`src/rtl/sync_fifo_ctrl_if.sv`:
```
// sync_fifo_ctrl_if: request/status/RAM-control bundle for sync_fifo_ctrl.
// master = requester/consumer side, slave = the FIFO controller.
interface sync_fifo_ctrl_if #(
    parameter int ADDR_WIDTH = 4
);
    logic                  push;
    logic                  pop;
    logic                  err_clr;
    logic                  ram_wr_en;
    logic [ADDR_WIDTH-1:0] ram_wr_addr;
    logic                  ram_rd_en;
    logic [ADDR_WIDTH-1:0] ram_rd_addr;
    logic                  rd_valid;
    logic                  full;
    logic                  empty;
    logic                  almost_full;
    logic                  almost_empty;
    logic [ADDR_WIDTH:0]   count;
    logic                  overflow;
    logic                  underflow;

    modport master (
        output push, pop, err_clr,
        input  ram_wr_en, ram_wr_addr, ram_rd_en, ram_rd_addr,
        input  rd_valid, full, empty, almost_full, almost_empty,
        input  count, overflow, underflow
    );

    modport slave (
        input  push, pop, err_clr,
        output ram_wr_en, ram_wr_addr, ram_rd_en, ram_rd_addr,
        output rd_valid, full, empty, almost_full, almost_empty,
        output count, overflow, underflow
    );
endinterface

```
`src/rtl/sync_fifo_ctrl.sv`:
```
// sync_fifo_ctrl: single-clock FIFO sequencer driving an external dual-port RAM.
// Ports: clk, rst_n (async, active-low), bus (slave: push/pop/err_clr in; RAM
// enables/addresses, rd_valid, full/empty/almost_*/count, overflow/underflow out).
// Optional macro FIFO_ERR_FLAG_EN enables sticky overflow/underflow flags.
module sync_fifo_ctrl #(
    parameter int ADDR_WIDTH = 4,
    parameter int AF_LEVEL   = 14,
    parameter int AE_LEVEL   = 2
) (
    input logic             clk,
    input logic             rst_n,
    sync_fifo_ctrl_if.slave bus
);
    localparam int PW = ADDR_WIDTH + 1;

    logic [PW-1:0] wr_ptr;
    logic [PW-1:0] rd_ptr;
    logic [PW-1:0] occ;
    logic          full_w;
    logic          empty_w;
    logic          push_acc;
    logic          pop_acc;
    logic          rd_valid_q;

    // Extra pointer MSB distinguishes full from empty at equal addresses.
    assign occ     = wr_ptr - rd_ptr;
    assign empty_w = (wr_ptr == rd_ptr);
    assign full_w  = (wr_ptr[PW-1] != rd_ptr[PW-1]) &&
                     (wr_ptr[ADDR_WIDTH-1:0] == rd_ptr[ADDR_WIDTH-1:0]);

    assign push_acc = bus.push & ~full_w;
    assign pop_acc  = bus.pop & ~empty_w;

    // Enables gated by rst_n so nothing reaches the RAM during reset.
    assign bus.ram_wr_en   = push_acc & rst_n;
    assign bus.ram_wr_addr = wr_ptr[ADDR_WIDTH-1:0];
    assign bus.ram_rd_en   = pop_acc & rst_n;
    assign bus.ram_rd_addr = rd_ptr[ADDR_WIDTH-1:0];

    assign bus.count        = occ;
    assign bus.full         = full_w;
    assign bus.empty        = empty_w;
    assign bus.almost_full  = (occ >= PW'(AF_LEVEL));
    assign bus.almost_empty = (occ <= PW'(AE_LEVEL));
    assign bus.rd_valid     = rd_valid_q;

    always_ff @(posedge clk or negedge rst_n) begin
        if (!rst_n) begin
            wr_ptr     <= '0;
            rd_ptr     <= '0;
            rd_valid_q <= 1'b0;
        end else begin
            if (push_acc) wr_ptr <= wr_ptr + 1'b1;
            if (pop_acc)  rd_ptr <= rd_ptr + 1'b1;
            // RAM read port is registered: data appears one cycle later.
            rd_valid_q <= pop_acc;
        end
    end

`ifdef FIFO_ERR_FLAG_EN
    logic ovf_q;
    logic unf_q;

    // A new error in the same cycle as err_clr keeps the flag set.
    always_ff @(posedge clk or negedge rst_n) begin
        if (!rst_n) begin
            ovf_q <= 1'b0;
            unf_q <= 1'b0;
        end else begin
            if (bus.push && full_w)  ovf_q <= 1'b1;
            else if (bus.err_clr)    ovf_q <= 1'b0;
            if (bus.pop && empty_w)  unf_q <= 1'b1;
            else if (bus.err_clr)    unf_q <= 1'b0;
        end
    end

    assign bus.overflow  = ovf_q;
    assign bus.underflow = unf_q;
`else
    logic unused_err_clr;
    assign unused_err_clr = bus.err_clr;
    assign bus.overflow   = 1'b0;
    assign bus.underflow  = 1'b0;
`endif

endmodule

```
`src/flat_wrapper.sv`:
```
// flat-port wrapper written by rule: the top's interface ports become plain ports
module sync_fifo_ctrl_flat 
#(
    parameter int ADDR_WIDTH = 4,
    parameter int AF_LEVEL   = 14,
    parameter int AE_LEVEL   = 2
)
  (clk, rst_n, bus_push, bus_pop, bus_err_clr, bus_ram_wr_en, bus_ram_wr_addr, bus_ram_rd_en, bus_ram_rd_addr, bus_rd_valid, bus_full, bus_empty, bus_almost_full, bus_almost_empty, bus_count, bus_overflow, bus_underflow);
  sync_fifo_ctrl_if #(.ADDR_WIDTH(ADDR_WIDTH)) bus_i ();
  input logic clk;
  input logic rst_n;
  input wire logic [$bits(bus_i.push)-1:0] bus_push;
  input wire logic [$bits(bus_i.pop)-1:0] bus_pop;
  input wire logic [$bits(bus_i.err_clr)-1:0] bus_err_clr;
  output wire logic [$bits(bus_i.ram_wr_en)-1:0] bus_ram_wr_en;
  output wire logic [$bits(bus_i.ram_wr_addr)-1:0] bus_ram_wr_addr;
  output wire logic [$bits(bus_i.ram_rd_en)-1:0] bus_ram_rd_en;
  output wire logic [$bits(bus_i.ram_rd_addr)-1:0] bus_ram_rd_addr;
  output wire logic [$bits(bus_i.rd_valid)-1:0] bus_rd_valid;
  output wire logic [$bits(bus_i.full)-1:0] bus_full;
  output wire logic [$bits(bus_i.empty)-1:0] bus_empty;
  output wire logic [$bits(bus_i.almost_full)-1:0] bus_almost_full;
  output wire logic [$bits(bus_i.almost_empty)-1:0] bus_almost_empty;
  output wire logic [$bits(bus_i.count)-1:0] bus_count;
  output wire logic [$bits(bus_i.overflow)-1:0] bus_overflow;
  output wire logic [$bits(bus_i.underflow)-1:0] bus_underflow;
  assign bus_i.push = bus_push;
  assign bus_i.pop = bus_pop;
  assign bus_i.err_clr = bus_err_clr;
  assign bus_ram_wr_en = bus_i.ram_wr_en;
  assign bus_ram_wr_addr = bus_i.ram_wr_addr;
  assign bus_ram_rd_en = bus_i.ram_rd_en;
  assign bus_ram_rd_addr = bus_i.ram_rd_addr;
  assign bus_rd_valid = bus_i.rd_valid;
  assign bus_full = bus_i.full;
  assign bus_empty = bus_i.empty;
  assign bus_almost_full = bus_i.almost_full;
  assign bus_almost_empty = bus_i.almost_empty;
  assign bus_count = bus_i.count;
  assign bus_overflow = bus_i.overflow;
  assign bus_underflow = bus_i.underflow;
  sync_fifo_ctrl #(.ADDR_WIDTH(ADDR_WIDTH), .AF_LEVEL(AF_LEVEL), .AE_LEVEL(AE_LEVEL)) u_core (.clk(clk), .rst_n(rst_n), .bus(bus_i));
endmodule
```
`config.mk`:
```
export PLATFORM = sky130hd
export DESIGN_NAME = sync_fifo_ctrl_flat
export DESIGN_NICKNAME = d
export VERILOG_FILES = /design/src/rtl/sync_fifo_ctrl_if.sv /design/src/rtl/sync_fifo_ctrl.sv /design/src/flat_wrapper.sv
export SDC_FILE = /design/constraint.sdc
export NUM_CORES = 1
export LEC_CHECK = 0
export CAP_MARGIN = 5
export CORE_MARGIN = 4
export CORE_UTILIZATION = 43
export DETAILED_ROUTE_END_ITERATION = 8
export PLACE_DENSITY = 0.73
export SLEW_MARGIN = 10
export SYNTH_ARGS = -nofsm -noshare
export SYNTH_HDL_FRONTEND = slang
export SYNTH_SLANG_ARGS = --single-unit
```
`constraint.sdc`:
```
create_clock -name clk -period 2.9 [get_ports clk]
set_input_delay 0.58 -clock clk [delete_from_list [all_inputs] [get_ports clk]]
set_output_delay 0.58 -clock clk [all_outputs]
set_load 0.01 [all_outputs]
```
==> summary.md <==
| Metric | Value |
|---|---|
| Total gr overflow | 0 |
| Data arrival time of the worst path | ~2.3 ns |
| Maxcap violations | 0 |
| Endpoints failing hold | 0 |
| Crit Path Category | reg2out |
| Worst path max stage delay | 0.59 ns |
| CP Cell Sequence | inv_1, ha_2, nand4_1, nor2_1, clkdlybuf4s50_1 |
| Fill cells | 133 |
| Crit path max fanout | 5 |
| Clk Latency, worst-skew pair | 0.27 ns |
| Core box area | 1590 um2 |
| Max Slew Vio Count | 0 |
| First-pass GRT wire length | 2820 um |
| Dominant synthesized flop cell | dfrtp_1 |
| Row count | 14 |
| Worst Hold Class | reg2reg |
| Inserted Clock Buffers | 3 |
| Setup crit end kind | output port |
| Die X | 50.2 um |
| Top-count cell post-synth | dfrtp_1 |
| Core Util, Final | 0.689 |
| Clk buf depth | 2 |
| DRC | 0 |
| CP Launch Type | flop |
| Vias in the first global route | ~620 |
| Antenna Nets Post-Route | 0 |
| Register Area | between 200 and 300 um2 |
| Iteration-0 DRC Markers | 1 |
| Cell accounting for the most synthesized area | dfrtp_1 |
| Area growth from synthesis to layout | 43.2% |
| Worst Clk Skew | 0.00447 ns |
| Die area | 2520 um2 |
| Sequential share of the synthesized area | 0.359 |
| Share of cells above drive strength 1 | 0.290 |
| Vias per Instance | 4.69 |
| WHS | 0.550 ns |
| #FFs+latches synth | 11 |
| Initial antenna violation count | 0 |
| Ports | 27 |
| Share of the synthesized area in the top cell type | 0.359 |
| Reg clk slew, reported paths | approximately 0.070 ns |
| Post-synth EDFFs | 0 |
| Largest net degree at the start of global routing | 12 |
| Die height | roughly 50 um |
| Run status | complete, no violations |
| WL/cell | 12.9 um |
| DR pass1 iterations | 4 |
| Tot GR Track Use | 0.146 |
| IO Port Bufs | 23 |
| Via count of the routed design | 614 |
| Critical path data required time | 2.32 ns |
| Ys async rst share | 1.00 |
| RePlAce Congestion | 0.786 |
| Hpwl dp | 1300 um |
| Yosys cell types | 24 |
| Routed wire length | 1690 um |
| Mapped Area | 767 um2 |
| Synth top cells by count | dfrtp_1 (11), buf_4 (10), inv_1 (8), nor2_1 (8), xor2_1 (7) |
| Layout net count | 120 |
| Area of the multi-input gates | 428 um2 |
| Area contributors post-synth | dfrtp_1 (36%), buf_4 (9.8%), ha_1 (9.8%) |
| Post-Place Worst Slack | -0.0977 ns |
| CTS tree | yes |
| H-tree levels | 1 |
| Synthesized instance count | 77 |
| RSZ-0062 raised after global routing | yes |
| CP max-delay cell | clkdlybuf4s50_1 |
| Yosys synthesis warning count | 0 |
| Mean post-synth cell area | 9.96 um2 |
| Initial Util | 0.481 |
| Clk root buf | clkbuf_4 |
| Post-layout min period | 2.84 ns |
| # diodes | 0 |
| Setup WS post-layout | 0.0572 ns |
| Final period util | 0.980 |
| Final setup vio count | 0 |
| CTS Sinks | 11 |
| Hold Buf Count CTS | 0 |
| Max Fclk | 352 MHz |
==> through the flow <==
| step | std cells | cell area [um2] | TNS, ns |
|---|---|---|---|
| floorplan | 78 | 771 | 0 |
| global route | 131 | 1100 | -0.157 |
| global placement | 124 | 1020 | -0.109 |
| CTS | 129 | 1060 | 0 |
| finish | 131 | 1100 | 0 |
| detailed placement | 124 | 1020 | -0.132 |
==> cell families (layout without fill, tap and decap cells) <==
group	Yosys count	count (layout)	share of synthesized area
muxes	2	2	0.0294
and+or+nand+nor	17	17	0.103
DFF	11	11	0.359
xor gates and xnor gates	13	13	0.158
AOI/OAI and AO/OA	8	8	0.0848
other	1	2	0.00489
adders and majority gates	7	7	0.124
buffers and inverters	18	47	0.137
==> routing by layer <==
layer	track usage	routed length, um	up-vias
met2	0.254	823	23
li1	-	-	305
met5	0	0	-
met4	0.0691	19	0
met3	0.0355	97	2
met1	0.168	750	284
==> layout by cell type (no fill, tap or decap), types with 2 or more instances in the layout <==
master | netlist | routed
mux2_2 | 2 | 2
clkbuf_4 | 0 | 3
xnor2_1 | 5 | 4
nor2_1 | 8 | 8
ha_2 | 0 | 2
conb_1 | 1 | 2
clkdlybuf4s50_1 | 0 | 20
nand2_1 | 4 | 4
inv_1 | 8 | 8
nand3_1 | 2 | 2
ha_1 | 6 | 4
xor2_1 | 7 | 6
buf_4 | 10 | 12
xnor2_2 | 1 | 2
buf_2 | 0 | 2
dfrtp_1 | 11 | 11
==> state kept, by name, indices dropped and copies added (netlist names) <==
| signal | cells |
|---|---|
| u_core.wr_ptr | 5 |
| u_core.rd_ptr | 5 |
| u_core.bus.rd_valid | 1 |
==> worst max-delay path, delay by kind of cell, from the launching register on <==
kind | cells | cell delay [ns]
buf+inv | 2 | 0.68
simple gates | 2 | 0.55
fa+ha+maj | 1 | 0.40
flops | 1 | 0.36
==> layout make-up <==
cell class / count / share of cell area
clock buffers: 4 / 0.0239
well taps: 24 / 0.0273
inverters: 8 / 0.0273
flip-flops and latches: 11 / 0.251
multi-input cells: 49 / 0.390
repair buffers: 35 / 0.281
==> final timing paths <==
path	from	end	slack (ns)	cells past startpoint
worst min register to register	u_core.wr_ptr[3]$_DFFE_PN0N_	u_core.wr_ptr[3]$_DFFE_PN0N_	0.55	1
worst max register to register	u_core.rd_ptr[2]$_DFFE_PN0N_	u_core.rd_ptr[1]$_DFFE_PN0N_	0.91	6
worst max-delay path	u_core.rd_ptr[2]$_DFFE_PN0N_	bus_full	0.06	5
min in group asynchronous	rst_n	u_core.rd_ptr[4]$_DFFE_PN0N_	0.63	2
max in group asynchronous	rst_n	u_core.rd_ptr[0]$_DFFE_PN0N_	2.11	2
worst min-delay path	u_core.wr_ptr[3]$_DFFE_PN0N_	u_core.wr_ptr[3]$_DFFE_PN0N_	0.55	1
==> what timing repair did <==
item	in CTS	in global routing
resized for setup	12	4
pin swaps	1	4
setup endpoints to repair	3	6
buffers inserted	1	2
Power is not shown: default switching activity piles up to over one toggle a cycle in this logic, so the estimate is an artifact.
==> patch: new RTL, same flow settings <==
The option `FIFO_ERR_FLAG_EN` is turned on by a define.
--- a/src/rtl/sync_fifo_ctrl.sv
+++ b/src/rtl/sync_fifo_ctrl.sv
@@ -2,6 +2,8 @@
 // Ports: clk, rst_n (async, active-low), bus (slave: push/pop/err_clr in; RAM
 // enables/addresses, rd_valid, full/empty/almost_*/count, overflow/underflow out).
 // Optional macro FIFO_ERR_FLAG_EN enables sticky overflow/underflow flags.
+`define FIFO_ERR_FLAG_EN
+
 module sync_fifo_ctrl #(
     parameter int ADDR_WIDTH = 4,
     parameter int AF_LEVEL   = 14,
Check against the original RTL: not equivalent (a bounded check fails within 4 cycles, from zero or initial values and one cycle with rst_n low).
==> patch against the unedited design <==
The flow now finishes with violations (setup timing). Worst setup slack lost 0.077 ns. Area after synthesis rose by 6.7%. Sequential cell count is 2 higher. Via count rose by 11%. Cell area increased by 12%. Wire length grew 14%. Final cell count is 9.2% higher.
Power is left out: the tool's default activity adds up to more than one toggle a clock period on the data nets, which glitch-free logic cannot reach.
==> patch: results (changes against the unedited design) <==
* Met2 Wirelength at 1012 µm (was 823 µm)
* Clock slew at reported path FFs at 0.09 ns (was 0.07 ns)
* Top Registers: u_core.rd_ptr (5), u_core.wr_ptr (5)
* Max-slew violation count at 0 (unchanged)
* # diodes at 0 (unchanged)
* Setup WS post-layout at -0.02020 ns (was 0.05721 ns)
* Post-synth top cells: 13 x dfrtp_1, 10 x inv_1, 8 x buf_4, 8 x nor2_1, 7 x xor2_1 (was 11 x dfrtp_1, 10 x buf_4, 8 x inv_1, 8 x nor2_1, 7 x xor2_1)
* FF-to-FF setup slack at 0.94 ns (was 0.91 ns)
* DR WL/cell at 13.46 µm (was 12.91 µm)
* Routability cong. at 0.8568 (was 0.7864)
* CTS buffer count at 3 (unchanged)
* Yosys synthesis warning count at 0 (unchanged)
* Place WS at -0.1236 ns (was -0.09772 ns)
* Synth async-reset ratio at 1.000 (unchanged)
* Global-route wire length before repair at 3084 µm (was 2815 µm)
* Drt initial violations at 5 (was 1)
* Seq/Total Area, Yosys at 0.3976 (was 0.3589)
* # fillers at 149 (was 133)
* HP Class: flip-flop to flip-flop (unchanged)
* Synth unique cells at 22 (was 24)
* Met1 wire length at 795 µm (was 750 µm)
* Port Buffer Count at 26 (was 23)
* Endpoint arrival time on the critical path at 2.34 ns (was 2.26 ns)
* Max Root-Sink Buffers at 2 (unchanged)
* Failing checks: setup timing
* DRT Pass-1 Iters at 2 (was 4)
* Worst skew pair latency at ~0.28 ns
* Outcome: finished, violations left (was finished clean)
* Share of post-route cells with drive strength above 1 at 0.3136 (was 0.2897)
* Largest cells by area after synthesis: dfrtp_1 40%, ha_1 9.2%, xor2_1 7.5% (was dfrtp_1 36%, buf_4 9.8%, ha_1 9.8%)
* DP Area at 0.001117 mm² (was 0.001023 mm²)
* Vias per Instance at 4.748 (was 4.687)
* Critical path fanouts, max at 2 (was 5)
* Largest net degree at the start of global routing at 14 (was 12)
* Nets@finish at 131 (was 120)
* # setup viols final at 1 (was 0)
* Hold_ws at 0.5420 ns (was 0.5502 ns)
* Gr usage total at 0.1543 (was 0.1463)
* Syn Nets at 94
* DP Wirelength at 1429 µm (was 1305 µm)
* Worst Skew at 0.001105 ns (was 0.004467 ns)
* CTS Root Cell: clkbuf_4 (unchanged)
* Commonest register cell after synthesis: dfrtp_1 (unchanged)
* Top routing layer in use: met4 (unchanged)
* WL met3 at 86 µm (was 97 µm)
[patch: through the flow]
step | instances | setup TNS (ns)
after detailed placement | 134 | -0.1236
after global placement | 134 | -0.01649
final | 143 | -0.02020
after CTS | 140 | -0.02736
after floorplan | 82 | 0
after global routing | 143 | -0.1490
[patch: worst max-delay path, stage by stage, from the launching register on]
cell and delay [ns]:
dfrtp_1 0.38, inv_1 0.06, ha_2 0.18, inv_2 0.04, fa_2 0.36, a21o_1 0.18, a21oi_2 0.17, xnor2_2 0.08
buf_4 0.15, a2111oi_4 0.27, buf_2 0.19
[patch: cell type report]
cell class                      count  area, µm²  share of cell area
Clock buffer                        3      22.52             0.01833
Clock inverter                      1      5.005            0.004073
Timing Repair Buffer               40      356.6              0.2902
Tap cell                           25      31.28             0.02546
Sequential cell                    13      325.3              0.2648
Inverter                           10      37.54             0.03055
Multi-Input combinational cell     51      450.4              0.3666
[patch: final timing paths]
kind	cells past startpoint	end	startpoint
setup / recovery	10	bus_almost_empty	u_core.wr_ptr[0]
hold / removal	2	u_core.bus.overflow	u_core.bus.overflow
setup reg to reg	7	u_core.rd_ptr[1]	u_core.rd_ptr[2]
hold reg to reg	2	u_core.bus.overflow	u_core.bus.overflow
max in group asynchronous	2	u_core.wr_ptr[1]	rst_n
min in group asynchronous	2	u_core.rd_ptr[3]	rst_n
[patch: what timing repair did]
action | 4_1_cts | 5_1_grt
gates cloned | 0 | 0
gates resized for setup | 9 | 12
setup endpoints to repair | 4 | 8
setup buffers | 2 | 3
pin swaps | 2 | 10
[patch: cell families (layout without fill, tap and decap cells)]
kind of cell               count (synthesis)  in the layout  synth area share
and+or+nand+nor                           19             19            0.1055
muxes                                      2              2           0.02752
adders and majority gates                  7              7            0.1162
DFF                                       13             13            0.3976
xor gates and xnor gates                  13             13            0.1483
buffers and inverters                     18             54            0.1193
AOI/OAI and AO/OA                         10             10           0.08562
[patch: layer usage]
layer  GRT usage  up-vias
li1            -      333
met1      0.1895      324
met2      0.2627       18
met3     0.02865        4
met4     0.06550        0
met5           0        -
